**config.mk**
```make
export PLATFORM = sky130hd
export DESIGN_NAME = arm_instr_encoder
export DESIGN_NICKNAME = d
export VERILOG_FILES = /design/src/rtl/arm_instr_pkg.sv /design/src/rtl/arm_instr_pack.sv /design/src/rtl/arm_instr_encoder.sv
export SDC_FILE = /design/constraint.sdc
export NUM_CORES = 1
export LEC_CHECK = 0
export CAP_MARGIN = 10
export CORE_MARGIN = 2
export CORE_UTILIZATION = 40
export CTS_BUF_LIST = sky130_fd_sc_hd__clkbuf_8
export DETAILED_ROUTE_END_ITERATION = 10
export PLACE_DENSITY_LB_ADDON = 0.12
export SLEW_MARGIN = 20
export SYNTH_ARGS = -nofsm -noshare
export SYNTH_HDL_FRONTEND = slang
export SYNTH_SLANG_ARGS = --single-unit
```
**constraint.sdc**
```tcl
create_clock -name clock -period 1.61 [get_ports clock]
set_clock_uncertainty 0.15 [all_clocks]
set_input_delay 0.161 -clock clock [delete_from_list [all_inputs] [get_ports clock]]
set_output_delay 0.161 -clock clock [all_outputs]
set_load 0.02 [all_outputs]
```
**src/rtl/arm_instr_pkg.sv**
```systemverilog
// ============================================================================
// Module   : arm_instr_pkg
// Purpose  : Class/subtype codes, instruction bit positions and FSM state type
//            shared by the ARM instruction encoder and its field packer.
// Revision : 1.0 - initial release
// ============================================================================
`default_nettype none

package arm_instr_pkg;

  // Instruction class codes (match the classification decoder)
  localparam logic [1:0] CLS_ILL = 2'b00;
  localparam logic [1:0] CLS_DP  = 2'b01;
  localparam logic [1:0] CLS_MEM = 2'b10;
  localparam logic [1:0] CLS_BR  = 2'b11;

  // Data-processing operand-2 subtypes
  localparam logic [2:0] SUB_IMM = 3'b001;
  localparam logic [2:0] SUB_RSI = 3'b010;
  localparam logic [2:0] SUB_RSR = 3'b011;

  // Word layout
  localparam int COND_MSB     = 31;
  localparam int COND_LSB     = 28;
  localparam int CLS_MSB      = 27;
  localparam int CLS_LSB      = 26;
  localparam int I_BIT        = 25;
  localparam int OPC_MSB      = 24;
  localparam int OPC_LSB      = 21;
  localparam int S_BIT        = 20;
  localparam int RN_LSB       = 16;
  localparam int RD_LSB       = 12;
  localparam int OP2_MSB      = 11;
  localparam int BR_MSB       = 27;
  localparam int BR_LSB       = 25;
  localparam int LINK_BIT     = 24;
  localparam int SH_REG_BIT   = 4;
  localparam int RSR_ZERO_BIT = 7;

  localparam logic [1:0] CLS_FIELD_DP  = 2'b00;
  localparam logic [1:0] CLS_FIELD_MEM = 2'b01;
  localparam logic [2:0] BR_FIELD      = 3'b101;

  typedef enum logic [0:0] {
    EMPTY = 1'b0,
    FULL  = 1'b1
  } enc_state_t;

  function automatic logic dp_sub_legal(input logic [2:0] sub);
    return (sub == SUB_IMM) || (sub == SUB_RSI) || (sub == SUB_RSR);
  endfunction

endpackage

`default_nettype wire

```
**src/rtl/arm_instr_pack.sv**
```systemverilog
// ============================================================================
// Module   : arm_instr_pack
// Purpose  : Combinational field-to-word packer with illegal-request flag.
// Revision : 1.0 - initial release
// ============================================================================
`default_nettype none

module arm_instr_pack
  import arm_instr_pkg::*;
(
  input  logic [1:0]  cls,
  input  logic [2:0]  sub,
  input  logic [3:0]  cond,
  input  logic [3:0]  opcode,
  input  logic        s,
  input  logic [3:0]  rn,
  input  logic [3:0]  rd,
  input  logic [11:0] op2,
  input  logic [23:0] imm24,
  output logic [31:0] word,
  output logic        illegal
);

  logic [11:0] w_op2;

  // Register-shift forms pin the bits that distinguish them from each other
  always_comb begin
    w_op2 = op2;
    if (sub == SUB_RSI) begin
      w_op2[SH_REG_BIT] = 1'b0;
    end else if (sub == SUB_RSR) begin
      w_op2[RSR_ZERO_BIT] = 1'b0;
      w_op2[SH_REG_BIT]   = 1'b1;
    end
  end

  always_comb begin
    word    = 32'h0;
    illegal = 1'b0;
    case (cls)
      CLS_DP: begin
        if (dp_sub_legal(sub)) begin
          word[COND_MSB:COND_LSB] = cond;
          word[CLS_MSB:CLS_LSB]   = CLS_FIELD_DP;
          word[I_BIT]             = (sub == SUB_IMM);
          word[OPC_MSB:OPC_LSB]   = opcode;
          word[S_BIT]             = s;
          word[RN_LSB +: 4]       = rn;
          word[RD_LSB +: 4]       = rd;
          word[OP2_MSB:0]         = w_op2;
        end else begin
          illegal = 1'b1;
        end
      end
      CLS_MEM: begin
        word[COND_MSB:COND_LSB] = cond;
        word[CLS_MSB:CLS_LSB]   = CLS_FIELD_MEM;
        word[I_BIT]             = 1'b0;
        word[OPC_MSB:OPC_LSB]   = opcode;
        word[S_BIT]             = s;
        word[RN_LSB +: 4]       = rn;
        word[RD_LSB +: 4]       = rd;
        word[OP2_MSB:0]         = op2;
      end
      CLS_BR: begin
        word[COND_MSB:COND_LSB] = cond;
        word[BR_MSB:BR_LSB]     = BR_FIELD;
        word[LINK_BIT]          = s;
        word[23:0]              = imm24;
      end
      default: begin
        illegal = 1'b1;
      end
    endcase
  end

endmodule

`default_nettype wire

```
**src/rtl/arm_instr_encoder.sv**
```systemverilog
// ============================================================================
// Module   : arm_instr_encoder
// Purpose  : Streaming ARM instruction assembler with valid/ready handshakes
//            and a single-entry full-throughput output register.
//            Optional per-class counters when ENC_STATS_EN is defined.
// Revision : 1.0 - initial release
// ============================================================================
`default_nettype none

module arm_instr_encoder
  import arm_instr_pkg::*;
#(
  parameter int SEQ_W  = 8,
  parameter int STAT_W = 16
) (
  input  logic              clock,
  input  logic              reset,
  input  logic              in_valid,
  output logic              in_ready,
  input  logic [1:0]        in_cls,
  input  logic [2:0]        in_sub,
  input  logic [3:0]        in_cond,
  input  logic [3:0]        in_opcode,
  input  logic              in_s,
  input  logic [3:0]        in_rn,
  input  logic [3:0]        in_rd,
  input  logic [11:0]       in_op2,
  input  logic [23:0]       in_imm24,
  output logic              out_valid,
  input  logic              out_ready,
  output logic [31:0]       out_word,
  output logic              out_err,
`ifdef ENC_STATS_EN
  output logic [STAT_W-1:0] stat_dp,
  output logic [STAT_W-1:0] stat_mem,
  output logic [STAT_W-1:0] stat_br,
  output logic [STAT_W-1:0] stat_err,
`endif
  output logic [SEQ_W-1:0]  out_seq
);

  enc_state_t       r_state;
  logic             r_valid;
  logic [31:0]      r_word;
  logic             r_err;
  logic [SEQ_W-1:0] r_seq;
  logic [SEQ_W-1:0] r_next_seq;

  logic [31:0]      w_word;
  logic             w_illegal;
  logic             w_accept;

  arm_instr_pack u_pack (
    .cls     (in_cls),
    .sub     (in_sub),
    .cond    (in_cond),
    .opcode  (in_opcode),
    .s       (in_s),
    .rn      (in_rn),
    .rd      (in_rd),
    .op2     (in_op2),
    .imm24   (in_imm24),
    .word    (w_word),
    .illegal (w_illegal)
  );

  // A consumer draining this cycle frees the slot for a same-cycle refill
  assign in_ready = (r_state == EMPTY) | out_ready;
  assign w_accept = in_valid & in_ready;

  always_ff @(posedge clock or posedge reset) begin
    if (reset) begin
      r_state    <= EMPTY;
      r_valid    <= 1'b0;
      r_word     <= 32'h0;
      r_err      <= 1'b0;
      r_seq      <= '0;
      r_next_seq <= '0;
    end else begin
      case (r_state)
        EMPTY: begin
          if (w_accept) begin
            r_state <= FULL;
            r_valid <= 1'b1;
          end
        end
        FULL: begin
          if (out_ready && !w_accept) begin
            r_state <= EMPTY;
            r_valid <= 1'b0;
          end
        end
        default: begin
          r_state <= EMPTY;
          r_valid <= 1'b0;
        end
      endcase
      if (w_accept) begin
        r_word     <= w_word;
        r_err      <= w_illegal;
        r_seq      <= r_next_seq;
        r_next_seq <= r_next_seq + SEQ_W'(1);
      end
    end
  end

  assign out_valid = r_valid;
  assign out_word  = r_word;
  assign out_err   = r_err;
  assign out_seq   = r_seq;

`ifdef ENC_STATS_EN
  logic [STAT_W-1:0] r_stat_dp;
  logic [STAT_W-1:0] r_stat_mem;
  logic [STAT_W-1:0] r_stat_br;
  logic [STAT_W-1:0] r_stat_err;

  function automatic logic [STAT_W-1:0] sat_inc(input logic [STAT_W-1:0] v);
    return (v == '1) ? v : v + STAT_W'(1);
  endfunction

  // Illegal requests count only as errors, never against their class
  always_ff @(posedge clock or posedge reset) begin
    if (reset) begin
      r_stat_dp  <= '0;
      r_stat_mem <= '0;
      r_stat_br  <= '0;
      r_stat_err <= '0;
    end else if (w_accept) begin
      if (w_illegal) begin
        r_stat_err <= sat_inc(r_stat_err);
      end else begin
        case (in_cls)
          CLS_DP:  r_stat_dp  <= sat_inc(r_stat_dp);
          CLS_MEM: r_stat_mem <= sat_inc(r_stat_mem);
          CLS_BR:  r_stat_br  <= sat_inc(r_stat_br);
          default: r_stat_err <= r_stat_err;
        endcase
      end
    end
  end

  assign stat_dp  = r_stat_dp;
  assign stat_mem = r_stat_mem;
  assign stat_br  = r_stat_br;
  assign stat_err = r_stat_err;
`endif

endmodule

`default_nettype wire
```
==> summary.txt, run 1 <==
Place
  • Place WS: -0.191 ns
  • Hpwl dp: about 4.8 mm
  • GP Congestion: about 0.80
  • DP Area: 0.00380 mm2
  • Number of port buffers: 104

Detailed routing
  • Vias: ~2.3k
  • Antenna viol nets, final: 0
  • Drt initial violations: 136
  • Final wirelength: ~6.6 mm
  • Vias per std cell: 5.08
  • DRT Pass-1 Iters: 4
  • Drt drc: 0
  • DR WL/cell: 14.6 um

Timing
  • Fin worst setup slack: between 0.03 and 0.04 ns
  • Worst slew margin: 0.810
  • Least-Margin Pin Slew: about 0.28 ns
  • Minimum clock period: 1.58 ns
  • Final hold vios: 0
  • Final setup violation count: 0
  • Period utilisation layout: 0.979
  • Max Slew Vio Count: 0
  • Unrepaired setup endpoints after global routing: no
  • FMAX: 635 MHz

Worst setup path
  • Critical Path End Type: output pin
  • CP arrival: 1.26 ns
  • Critical-path top delay cell: clkdlybuf4s50_1
  • Slowest stage delay, CP: 0.61 ns
  • Critical Path Fanout Max: 2
  • Critical path type: reg2out
  • Worst Path Buf+Inv: 1
  • CP Depth: 1
  • Critical path data required time: between 1 and 1.5 ns
  • Critical path cell sequence: clkdlybuf4s50_1
  • R2r worst-path depth: 5
  • CP Launch Type: flip-flop
  • Crit path max-delay family: buffers and inverters

Synth
  • Synth Cell Area: 0.00256 mm2
  • Yosys top cell area share: 0.498
  • Seq/Total Area, Yosys: 0.498
  • Yosys reg bits: 51
  • Main flop type after synthesis: dfrtp_1
  • Largest area contributor in the synthesized netlist: dfrtp_1
  • Commonest cells in the netlist: nand2_1 (71), dfrtp_1 (51), mux2_2 (25)
  • Number of synthesized flops with an enable pin: 0
  • Ranking of synthesized cells by area: dfrtp_1 (50%), mux2_2 (11%), nand2_1 (10%)
  • Asr flop ratio synth: 1.00
  • Count leader, synth: nand2_1
  • Syn. warnings: 0
  • Syn nets: 320
  • Avg Cell Area, Syn: approximately 10 um2
  • Count of different cell masters after synthesis: 30
  • Synth Instances: 257

Clock tree
  • Clk root buf: clkbuf_8
  • Worst-path clk slew: 0.10 ns
  • CTS H-tree lvls: 2
  • Skew-Pair Late Insertion Delay: approximately 0.31 ns
  • Clock sinks: 51
  • CTS Hold Bufs: 0
  • Clock Tree Buf Depth: 2
  • CTS buffer count: 5
  • TritonCTS clock tree: yes

Die
  • Die area: 0.00706 mm2
  • # rows: 29
  • Horiz. Die Dim: 84.0 um
  • Ports: approximately 110
  • Initial Util: 0.408
  • Die span in y: 84.0 um
  • Std-Cell Core Area: around 0.0063 mm2

Power and ir drop
  • VDD IR max: 643 uV
  • Leak: between 1.5 and 2 nW
  • PwrDens: between 900 and 1000 mW/mm2

GRT
  • Largest net degree at the start of global routing: 52
  • GRT Total Usage: 0.190
  • Grt total ovfl: 0
  • Initial antenna violation count: 0
  • Vias in the first global route: 2258
  • First-pass GRT wire length: approximately 11 mm

Final layout
  • Register area: approximately 0.0013 mm2
  • Antenna diodes: 0
  • # fillers: 550
  • Area of the multi-input gates: 0.00115 mm2
  • Non-Filler Cell Area, Final: 0.00393 mm2
  • Layout cells sized above 1: 0.169
  • Layout area overhead: 53.2%
  • Nets: 435

Hold path
  • HP Class: in2async

Run status
  • Status: complete, no violations

Flow run
  • Max-Cap Viols: 0
-- logic make-up (layout without fill, tap and decap cells) --
logic type,Yosys count,count (layout),share of synthesized area
fa+ha+maj,1,1,0.00488
xor+xnor,8,8,0.0273
flops,51,51,0.498
buf+inv,24,140,0.0518
simple gates,87,87,0.150
mux,25,25,0.110
compound gates,61,61,0.158
-- sequential cells by signal (all words and copies together) (netlist names) --
signal	count
out_word	32
out_err	1
out_valid	1
r_next_seq	8
out_seq	8
r_state	1
-- stage by stage --
step	total power (W)	hold slack, ns	util	TNS [ns]	cells
after floorplan	0.00238	0.114	-	0	257
after global placement	0.00303	0.307	0.605	-3.39	442
after detailed placement	0.00306	0.307	0.605	-4.90	442
after CTS	0.00380	0.0712	0.617	0	450
after global routing	0.00396	0.0889	0.625	0	450
final	0.00373	0.0693	0.625	0	450
-- placed cells by master (no fill, tap or decap), drive strengths merged, types with 3 or more instances in the layout --
cell type      instances
dlygate4sd2           17
dfrtp                 51
clkdlybuf4s50         65
a31oi                  3
xor2                   3
dlymetal6s2s          22
a32oi                 24
clkbuf                 5
buf                   24
mux2                  25
o21ai                 33
xnor2                  5
inv                    5
nand2                 72
-- area by class of cell --
type	instances	area share
clock inverters	3	0.00605
clock buffers	5	0.0175
repair buffers	128	0.329
inverters	4	0.00382
well taps	77	0.0245
flip-flops and latches	51	0.325
multi-input cells	182	0.294
-- metal layers --
| layer | up-vias | global-route usage | share of wire | routed length (um) |
|---|---|---|---|---|
| met1 | 1070 | 0.251 | 0.44 | 2920 |
| met3 | 9 | 0.0504 | 0.063 | 412 |
| met4 | 0 | 0.0587 | 0.018 | 117 |
| met2 | 73 | 0.304 | 0.48 | 3130 |
| li1 | 1136 | - | - | - |
| met5 | - | 0 | 0 | 0 |
-- worst paths after layout --
check | startpoint | to | slack (ns)
worst max-delay path | out_word[17]$_DFFE_PP0P_ | out_word[17] | 0.03
worst min register to register | r_next_seq[7]$_DFFE_PP0P_ | r_next_seq[7]$_DFFE_PP0P_ | 0.32
worst min-delay path | reset | out_word[20]$_DFFE_PP0P_ | 0.07
worst max register to register | r_state$_DFF_PP0_ | out_word[31]$_DFFE_PP0P_ | 0.15
min in group clock | in_cond[0] | out_word[28]$_DFFE_PP0P_ | 0.26
max in group asynchronous | reset | r_next_seq[1]$_DFFE_PP0P_ | 1.01
-- what timing repair did --
action | in CTS | in global routing
buffers inserted | 0 | 0
resized for setup | 17 | 22
endpoints found under the setup margin | 17 | 22
pin swaps | 0 | 0
-- power by group --
group | internal, W | total, W | switching, W
combinational | 0.000625 | 0.00124 | 0.000613
sequential | 0.00153 | 0.00172 | 0.000183
clock | 0.000315 | 0.000774 | 0.000460
Power figures use the tool's default switching activity.
==> run 2, diff against run 1 <==
--- a/config.mk
+++ b/config.mk
@@ -11,6 +11,7 @@
 export CTS_BUF_LIST = sky130_fd_sc_hd__clkbuf_8
 export DETAILED_ROUTE_END_ITERATION = 10
 export PLACE_DENSITY_LB_ADDON = 0.12
+export RECOVER_POWER = 100
 export SLEW_MARGIN = 20
 export SYNTH_ARGS = -nofsm -noshare
 export SYNTH_HDL_FRONTEND = slang
==> summary.txt, run 2 (synthesis gave the netlist of run 1 again) <==
GRT
  • Grt total ovfl: 0
  • Vias in the first global route: ~2.3k
  • GRT Total Usage: 0.190
  • Largest net degree at the start of global routing: 52
  • Initial antenna violation count: 0
  • First-pass GRT wire length: 10.8 mm

Final layout
  • Most common cell after layout, fill and taps aside: nand2_1
  • Max FFs per register: 32
  • Nets: ~440
  • Antenna diodes: 0
  • Layout cells sized above 1: 0.164
  • Most frequent cells in the layout: nand2_1 (71), clkdlybuf4s50_1 (64), dfrtp_1 (51), mux2_2 (25), a32oi_1 (24)
  • Layout area overhead: 44.6%
  • Non-Filler Cell Area, Final: 0.00371 mm2

Timing
  • Fin worst setup slack: 0.0352 ns
  • Max Slew Vio Count: 0
  • Final hold vios: 0
  • Final setup violation count: 0
  • Final setup TNS: 0 ns
  • Period utilisation layout: 0.978
  • Least-Margin Pin Slew: between 0.6 and 0.7 ns
  • FMAX: 635 MHz
  • Unrepaired setup endpoints after global routing: no
  • Worst slew margin: 0.539
  • Minimum clock period: 1.57 ns

Hold path
  • Hold path depth: 3
  • WHS Endpoint: out_word[29]$_DFFE_PP0P_
  • Hold_sp: in_cond[1]
  • HP Class: in2reg

Clock tree
  • TritonCTS clock tree: yes
  • Setup Buffers After CTS: 0
  • Clock Tree Buf Depth: 2
  • CTS H-tree lvls: 2
  • CTS buffer count: 5
  • Clock sinks: slightly above 50
  • Skew-Pair Late Insertion Delay: about 0.31 ns
  • Clk root buf: clkbuf_8
  • Worst-path clk slew: 0.10 ns

Detailed routing
  • Vias per std cell: 5.04
  • DRT Pass-1 Iters: 4
  • DR WL/cell: between 10 and 15 um
  • Vias: ~2.3k
  • Drt initial violations: 130
  • Final wirelength: 6.57 mm
  • Antenna viol nets, final: 0
  • Drt drc: 0

Worst setup path
  • Worst R2R End: out_word[27]$_DFFE_PP0P_
  • CP arrival: 1.26 ns
  • Crit path max-delay family: buffers and inverters
  • Critical Path Fanout Max: 2
  • Worst R2R Start: r_state$_DFF_PP0_
  • Critical Path End Type: output pin
  • CP Launch Type: flip-flop
  • Worst Path Buf+Inv: 1
  • Slowest stage delay, CP: 0.60 ns
  • Critical-path top delay cell: clkdlybuf4s50_1
  • Critical path data required time: 1.30 ns
  • Critical path type: reg2out
  • Reg-to-reg slack, setup: 0.12 ns
  • R2r worst-path depth: 5
  • Critical path cell sequence: clkdlybuf4s50_1

Place
  • GP Congestion: 0.801
  • Number of port buffers: 104
  • DP Area: 0.00380 mm2
  • Place WS: -0.191 ns
  • Hpwl dp: 4.79 mm

Die
  • Horiz. Die Dim: 84.0 um
  • Initial Util: 0.408
  • Die span in y: between 80 and 90 um
  • Die area: between 0.007 and 0.008 mm2
  • Ports: 105
  • # rows: 29
  • Std-Cell Core Area: 0.00628 mm2

Power and ir drop
  • PwrDens: 971 mW/mm2
  • VDD IR max: 587 uV
  • Total Power: 0.00360 W
  • Leak: ~1.6 nW

Run status
  • Status: complete, no violations

Flow run
  • Max-Cap Viols: 0
## run 2: changes by cell type in the layout (fill, tap and decap cells not counted), moves of 2 or more
cell,before,now
clkbuf_4,0,2
o21ai_0,12,20
clkbuf_1,0,23
o21ai_1,21,13
dlymetal6s2s_1,22,0
buf_12,3,1
buf_4,21,18
## run 2: layout make-up
type                    count  area [um2]
clock inverters             3        23.8
multi-input cells         182        1150
flip-flops and latches     51        1280
repair buffers            128        1070
fillers                   578        2570
inverters                   4        15.0
well taps                  77        96.3
clock buffers               5        68.8
## run 2: worst max-delay path by stage
stage,depth (start not counted),slack [ns],from,end
floorplan,1,0.07,reset,out_err$_DFFE_PP0P_
global placement,6,-0.13,in_cls[0],out_word[18]$_DFFE_PP0P_
detailed placement,6,-0.19,in_cls[0],out_word[11]$_DFFE_PP0P_
CTS,1,0.002,out_word[29]$_DFFE_PP0P_,out_word[29]
global route,1,0.0005,out_word[15]$_DFFE_PP0P_,out_word[15]
finish,1,0.04,out_word[13]$_DFFE_PP0P_,out_word[13]
## run 2: timing repair
| item | 4_1_cts | 5_1_grt |
|---|---|---|
| endpoints found under the setup margin | 17 | 22 |
| hold buffers | 0 | 0 |
| gates resized for setup | 17 | 22 |
| gates cloned | 0 | 0 |
## run 2: layer usage
layer,GRT usage,vias to the layer above,wire length (um)
met5,0,-,0
met4,0.0587,0,117
met3,0.0504,9,394
met2,0.304,65,3190
met1,0.251,1060,2860
li1,-,1133,-
## run 2: stage by stage
| step | utilization | hold slack [ns] | cells |
|---|---|---|---|
| after floorplan | - | 0.114 | 257 |
| after global placement | 0.605 | 0.307 | 442 |
| after detailed placement | 0.605 | 0.307 | 442 |
| after CTS | 0.617 | 0.0712 | 450 |
| after global routing | 0.590 | 0.274 | 450 |
| final | 0.590 | 0.254 | 450 |
## run 2: report_power, final
group	switching [W]	total (W)	internal (W)	leakage [nW]
registers	0.000187	0.00172	0.00153	0.648
logic	0.000610	0.00111	0.000497	0.919
clock network	0.000456	0.000771	0.000315	0.0461
